## src/rtl/byte_to_word_pkg.sv

```systemverilog
// Shared types and helpers for the 8-bit to 16-bit memory dump engine.
// Records are {source byte address, byte value}.
package byte_to_word_pkg;

    localparam int AW8  = 8;
    localparam int DW8  = 8;
    localparam int AW16 = 16;

    typedef enum logic [2:0] {
        IDLE = 3'd0,
        RD   = 3'd1,
        WAIT = 3'd2,
        WR   = 3'd3,
        DONE = 3'd4
    } state_t;

    function automatic logic [AW8+DW8-1:0] pack_rec(input logic [AW8-1:0] addr8,
                                                    input logic [DW8-1:0] data8);
        return {addr8, data8};
    endfunction

endpackage

```

## src/rtl/byte_to_word_packer.sv

```systemverilog
// Scans an inclusive range of the 8-bit memory and writes one {addr, byte}
// record per byte to consecutive 16-bit memory locations starting at a base.
module byte_to_word_packer
    import byte_to_word_pkg::*;
(
    input  logic              clk,
    input  logic              rst,
    input  logic              start,
    input  logic [AW8-1:0]    first_addr,
    input  logic [AW8-1:0]    last_addr,
    input  logic [AW16-1:0]   base_addr,
    input  logic              skip_zero,
    output logic              mem8_rd_en,
    output logic [AW8-1:0]    mem8_addr,
    input  logic [DW8-1:0]    mem8_rdata,
    output logic              mem16_we,
    output logic [AW16-1:0]   mem16_addr,
    output logic [AW8+DW8-1:0] mem16_wdata,
    output logic              busy,
    output logic              done,
    output logic              range_err,
    output logic [AW8:0]      words_written,
    output state_t            dbg_state
);

    // Handshake: start is only looked at in IDLE; busy covers RD..DONE and
    // done pulses for exactly one cycle, after which start is accepted again.

    state_t          r_state;
    state_t          w_next_state;
    logic [AW8-1:0]  r_cur;
    logic [AW8-1:0]  r_last;
    logic            r_skip;
    logic [AW16-1:0] r_wptr;
    logic [AW8:0]    r_count;
    logic [DW8-1:0]  r_byte;
    logic            r_range_err;
    logic [AW8:0]    r_words;

    logic            w_range_bad;
    logic            w_write;
    logic            w_at_last;

    assign w_range_bad = (first_addr > last_addr);
    assign w_write     = (r_state == WR) && !(r_skip && (r_byte == '0));
    assign w_at_last   = (r_cur == r_last);

    always_ff @(posedge clk) begin
        if (rst) begin
            r_state <= IDLE;
        end else begin
            r_state <= w_next_state;
        end
    end

    always_comb begin
        w_next_state = r_state;
        case (r_state)
            IDLE: begin
                if (start) begin
                    w_next_state = w_range_bad ? DONE : RD;
                end
            end
            RD:      w_next_state = WAIT;
            WAIT:    w_next_state = WR;
            WR:      w_next_state = w_at_last ? DONE : RD;
            DONE:    w_next_state = IDLE;
            default: w_next_state = IDLE;
        endcase
    end

    always_ff @(posedge clk) begin
        if (rst) begin
            r_cur       <= '0;
            r_last      <= '0;
            r_skip      <= 1'b0;
            r_wptr      <= '0;
            r_count     <= '0;
            r_byte      <= '0;
            r_range_err <= 1'b0;
            r_words     <= '0;
        end else begin
            case (r_state)
                IDLE: begin
                    if (start) begin
                        r_count     <= '0;
                        r_range_err <= w_range_bad;
                        if (w_range_bad) begin
                            r_words <= '0;
                        end else begin
                            r_last <= last_addr;
                            r_skip <= skip_zero;
                            r_cur  <= first_addr;
                            r_wptr <= base_addr;
                        end
                    end
                end
                WAIT: begin
                    r_byte <= mem8_rdata;
                end
                WR: begin
                    if (w_write) begin
                        r_wptr  <= r_wptr + 1'b1;
                        r_count <= r_count + 1'b1;
                    end
                    // Compare before increment so a last address of all-ones never wraps.
                    if (w_at_last) begin
                        r_words <= r_count + {{AW8{1'b0}}, w_write};
                    end else begin
                        r_cur <= r_cur + 1'b1;
                    end
                end
                default: begin
                end
            endcase
        end
    end

    always_comb begin
        mem8_rd_en    = (r_state == RD);
        mem8_addr     = mem8_rd_en ? r_cur : '0;
        mem16_we      = w_write;
        mem16_addr    = w_write ? r_wptr : '0;
        mem16_wdata   = w_write ? pack_rec(r_cur, r_byte) : '0;
        busy          = (r_state != IDLE);
        done          = (r_state == DONE);
        range_err     = r_range_err;
        words_written = r_words;
        dbg_state     = r_state;
    end

endmodule

```

## config.mk

```make
export PLATFORM = sky130hd
export DESIGN_NAME = byte_to_word_packer
export DESIGN_NICKNAME = d
export VERILOG_FILES = /design/src/rtl/byte_to_word_pkg.sv /design/src/rtl/byte_to_word_packer.sv
export SDC_FILE = /design/constraint.sdc
export NUM_CORES = 1
export LEC_CHECK = 0
export CORE_ASPECT_RATIO = 1.25
export CORE_MARGIN = 1
export CORE_UTILIZATION = 53
export DETAILED_ROUTE_END_ITERATION = 6
export PLACE_DENSITY = 0.87
export SYNTH_ARGS = -nofsm -noshare
export SYNTH_HDL_FRONTEND = slang
export SYNTH_SLANG_ARGS = --single-unit
export TNS_END_PERCENT = 10
```

## constraint.sdc

```tcl
create_clock -name clk -period 5.98 [get_ports clk]
set_clock_uncertainty 0.1 [all_clocks]
set_input_delay 1.196 -clock clk [delete_from_list [all_inputs] [get_ports clk]]
set_output_delay 1.196 -clock clk [all_outputs]
set_load 0.01 [all_outputs]
```

==> results.json, run 1 <==
{
  "hold_violations": 0,
  "end_kind": "output pin",
  "regArea_sq_mm": 0.00126,
  "leakage_nw": 1.94,
  "path_clk_slew_ps": 60,
  "pin_count": 101,
  "layout_worst_path_cycle_share_pct": 75.4,
  "wire_per_inst_microns": 14.8,
  "gp_congestion": 0.848,
  "fill_cells": 544,
  "worst-setup-path-type": "flip-flop to output pin",
  "tns_ps": 0,
  "port_buffers": 100,
  "postRouteAntennaNets": 0,
  "post_cts_buffers": 0,
  "hp-class": "flip-flop to flip-flop",
  "cts_buffer_depth": 2,
  "cts_tree": "yes",
  "utilization_pct": 70.9,
  "antenna_found_initial": 0,
  "maxCapViolCount": 0,
  "insertion_delay_ps": 350,
  "die_h_microns": 96.7,
  "vias": 3642,
  "start_util_pct": 54.8,
  "critPathRequiredTime_ps": 4680,
  "area_growth_pct": 29.3,
  "fmax_mhz": 222,
  "firstDrtPassIters": 5,
  "rsz0062_at_grt": "no",
  "fp.coreArea_sq_mm": 0.00693,
  "synth-edff-count": 0,
  "die_area_sq_mm": 0.00752,
  "die_x_microns": 77.8,
  "outcome": "finished, final reports clean",
  "rows": 34,
  "ctsResizeCount": 0,
  "syn_inst": 459,
  "clock-root-buffer": "clkbuf_8",
  "cts_hold_buf": 0,
  "worst_pin_slew_ps": 1060,
  "ys_warn_count": 0,
  "ys_types": 61,
  "synth-async-reset-ratio_pct": 0,
  "h-tree-depth": 3,
  "rr_startpoint": "dbg_state[0]",
  "synthFlopType": "dfxtp_1",
  "drc": 0,
  "grtUsageTotal_pct": 25.7,
  "avgSynthCellArea_sq_um": 8.28,
  "syn_area_sq_mm": 0.00380,
  "drv_slew": 0,
  "grt_max_degree": 60,
  "yosysSeqAreaShare_pct": 33.2,
  "period_minus_slack_ps": 4510,
  "cp-start-kind": "flip-flop",
  "synth_top_area_cell": "dfxtp_1",
  "drive_gt1_share_pct": 7.50,
  "antenna_cells": 0,
  "totalWireLength_mm": 9.45,
  "multi_input_area_sq_mm": 0.00234,
  "arrival_ps": 3210,
  "crit_fanout": 59,
  "max_slew_margin_pct": 28.9,
  "power_density_mw_per_mm2": 269,
  "peakVddDrop_mv": 0.186,
  "synthTopCellsByArea": "dfxtp_1 33%, and2_1 7.1%, nor2_1 5.0%",
  "syn_nets": 516,
  "crit_start": "dbg_state[0]",
  "min_from": "range_err",
  "grt_pass1_wl_mm": 15.5,
  "grt-ovfl-total": 0,
  "detail_route.vias_per_cell": 5.72,
  "synth_seq_cells": 63,
  "dp_hpwl_mm": 6.60,
  "num-nets-final": 599,
  "grt_pass1_vias": 3473,
  "setup_viol_count_final": 0,
  "cts_buffers": 9,
  "synth.top_cell.area_share_pct": 33.2,
  "cts.sink_count": 63,
  "drtIter0Drc": 239
}
cell type report:
cell class | instances | area share (%)
timing repair buffer | 100 | 20.3
multi-input combinational | 355 | 47.6
tap | 90 | 2.29
clock buffer | 12 | 2.75
sequential | 63 | 25.7
inverter | 13 | 0.993
clock inverter | 4 | 0.458
routing by layer:
metal	vias to the layer above	wire (microns)	track usage, %	share of wire, %
met5	-	0	0	0
met4	0	323	12.0	3.4
met3	37	523	6.79	5.5
met2	118	4660	43.7	49
met1	1691	3950	29.5	42
li1	1796	-	-	-
Yosys cell counts (12+ instances only):
cell type	count
and2_1	43
mux2i_1	18
nand2_1	47
a21oi_1	25
nand3_1	12
dfxtp_1	63
nor2_1	51
o21ai_0	12
clkbuf_1	13
inv_1	13
xor2_1	17
ha_1	13
critical path, stage by stage, from the launching register on:
cell and delay, ps:
dfxtp_1 600, nand3b_4 560, a31oi_4 930, and2_1 230, clkdlybuf4s50_1 540
per-stage QoR:
| step | hold slack, ps | setup WS (ps) | total power, mW | cell area (sq um) | instances |
|---|---|---|---|---|---|
| global placement | 346 | 1960 | 0.998 | 4760 | 621 |
| global route | 404 | 1170 | 1.40 | 4920 | 637 |
| finish | 371 | 1470 | 1.32 | 4920 | 637 |
| floorplan | 355 | 3030 | 0.888 | 3800 | 459 |
| detailed placement | 355 | 1840 | 1.01 | 4760 | 621 |
| CTS | 363 | 1490 | 1.32 | 4920 | 637 |
logic make-up after synthesis:
logic type / after synthesis / synth area share (%)
and+or+nand+nor: 205 / 28.3
AOI/OAI and AO/OA: 96 / 18.9
DFF: 63 / 33.2
buffers and inverters: 41 / 5.30
xor gates and xnor gates: 23 / 5.30
muxes: 18 / 4.74
adders and majority gates: 13 / 4.28
worst paths after layout:
kind / to / slack, ps / depth (start not counted)
setup / recovery: mem16_addr[1] / 1470 / 4
hold / removal: range_err / 370 / 2
hold reg to reg: range_err / 370 / 2
setup reg to reg: words_written[7] / 2550 / 8
sequential cells by signal (all words and copies together) (netlist names):
register and count:
range_err 1, r_wptr 16, words_written 9, r_skip 1, r_last 8, r_byte 8
r_count 9, r_cur 8, dbg_state 3
cells in the final DEF, fill, tap and decap left out, drive strengths merged, types with 3 or more instances in the layout:
cell type      Yosys  final
o2111ai            5      5
clkbuf            15     12
a22o              10     10
nor3              11     11
a21oi             25     25
nand4             11     11
o21ai             18     18
nor4               5      5
and2              43     43
o31ai             12     12
nand2             48     48
inv               13     13
nor3b              6      6
clkinv             0      3
dfxtp             63     63
xor2              17     17
mux2i             18     18
nand3             13     13
a31oi              6      6
ha                13     13
and3               6      6
a22oi              3      3
clkdlybuf4s50      0     99
xnor2              6      6
a211oi             5      5
or3                3      3
nor2              52     52
report_power, final:
part           leakage [nW]  switching [mW]  total [mW]  internal (mW)
clock                0.0801           0.164       0.313          0.149
combinational          1.35           0.245       0.440          0.195
sequential            0.513          0.0887       0.569          0.481
Power figures use the tool's default switching activity.
==> run 2: changes to the inputs <==
CORE_UTILIZATION = 49   (was 53)
PLACE_DENSITY = 0.82   (was 0.87)
clock period = 4.7 ns   (was 5.98 ns; I/O delays follow)
==> run 2 against run 1 <==
- combinational power up 29%
- first-iteration DRC count shrank 7.9%
- register-to-register slack worse by 720 ps
- count of clock-buffer cells in the layout rose by 1
- critical path depth unchanged
- design area grew 1.0%
- non-clock buffer count grew 4
- critical path type unchanged
==> results.json, run 2 (synthesis results as in run 1) <==
{
  "worst-setup-path-type": "flip-flop to output pin",
  "hp-class": "flip-flop to flip-flop",
  "clock-root-buffer": "clkbuf_8",
  "outcome": "finished, final reports clean",
  "worst_slack_ps": 1070,
  "antenna_found_initial": 0,
  "drv_slew": 0,
  "arrival_ps": 2590,
  "path_delay_family": "compound AO/OA/AOI/OAI gates",
  "pin_count": 101,
  "firstDrtPassIters": 4,
  "worstPathCellList": "nand3b_4, a31oi_4, and2_1, clkdlybuf4s50_1",
  "insertion_delay_ps": 350,
  "cts.sink_count": 63,
  "antenna_cells": 0,
  "h-tree-depth": 3,
  "dp.cells": 627,
  "cts_tree": "yes",
  "postRouteAntennaNets": 0,
  "cts_hold_buf": 0,
  "stdcell_count": 643,
  "largest_register": "r_wptr",
  "cp-start-kind": "flip-flop",
  "peakVddDrop_mv": 0.173,
  "max_slew_margin_pct": 40.2,
  "port_buffers": 100,
  "die_h_microns": 100,
  "grt_pass1_vias": 3311,
  "dp_hpwl_mm": 6.91,
  "hold_violations": 0,
  "gp_congestion": 0.829,
  "rows": 35,
  "drtIter0Drc": 220,
  "start_util_pct": 51.1,
  "critPathRequiredTime_ps": 3660,
  "totalWireLength_mm": 9.75,
  "rsz0062_at_grt": "no",
  "grt-ovfl-total": 0,
  "ctsResizeCount": 0,
  "tns_ps": 0,
  "path_clk_slew_ps": 70,
  "fp.coreArea_sq_mm": 0.00744,
  "num-nets-final": 603,
  "die_x_microns": 80.8,
  "layout_worst_path_cycle_share_pct": 77.3,
  "slowest_delay_ps": 730,
  "detail_route.vias_per_cell": 5.65,
  "setup_viol_count_final": 0,
  "whs_ps": 357,
  "maxCapViolCount": 0,
  "drive_gt1_share_pct": 8.35,
  "fmax_mhz": 275,
  "period_minus_slack_ps": 3630,
  "post_cts_buffers": 0,
  "cts_buffer_depth": 2,
  "area_growth_pct": 30.6,
  "grt_max_degree": 59,
  "crit_buf_inv": 1,
  "cts_buffers": 9,
  "final_common_cell": "clkdlybuf4s50_1",
  "layout_common_cells": "99 x clkdlybuf4s50_1, 63 x dfxtp_1, 51 x nor2_1",
  "grt_pass1_wl_mm": 15.5,
  "die_area_sq_mm": 0.00812,
  "leakage_nw": 1.97,
  "power_density_mw_per_mm2": 347,
  "dp_slack_ps": 1180,
  "drc": 0,
  "end_kind": "output pin",
  "grtUsageTotal_pct": 24.6,
  "worst_pin_slew_ps": 896,
  "largest_reg_flops": 16,
  "utilization_pct": 66.7,
  "critPathSlowestCell": "a31oi_4",
  "wire_per_inst_microns": 15.2,
  "vias": 3635,
  "crit_fanout": 36
}
run 2: cell types whose count changed in the layout (fill, tap and decap cells not counted), sizes merged:
cell | before | now
clkbuf | 12 | 13
clkinv | 3 | 2
buf | 1 | 5
run 2: per-layer routing:
metal	track usage (%)	wire, microns
met1	29.9	4110
met2	43.1	5010
met3	3.98	504
met4	8.65	121
met5	0	0
run 2: worst paths after layout:
kind	from	endpoint	slack [ps]	cells after the start
worst max-delay path	dbg_state[0]	mem16_addr[3]	1070	4
worst min-delay path	range_err	range_err	360	2
worst max register to register	dbg_state[0]	words_written[7]	1830	8
worst min register to register	range_err	range_err	360	2
run 2: area by class of cell:
cell class	instances	area, sq um
fill	635	2480
clock inverter	3	17.5
sequential	63	1260
multi-input combinational	355	2340
clock buffer	13	159
tap	92	115
timing repair buffer	104	1030
inverter	13	48.8
run 2: tightest hold or removal path, stage by stage, from the launching register on:
cell and delay [ps]:
dfxtp_1 310, nand2_1 50, a21oi_1 50
run 2: power breakdown:
part           leakage [nW]  switching (mW)  internal, mW  total (mW)
Combinational          1.37           0.312         0.254       0.566
Sequential            0.513           0.116         0.611       0.727
Clock                0.0894           0.214         0.219       0.433
run 2: per-stage QoR:
| step | instance area, sq um | power (mW) |
|---|---|---|
| detailed placement | 4790 | 1.30 |
| CTS | 4970 | 1.73 |
| finish | 4970 | 1.73 |
| global route | 4970 | 1.82 |
| global placement | 4790 | 1.28 |
| floorplan | 3800 | 1.13 |
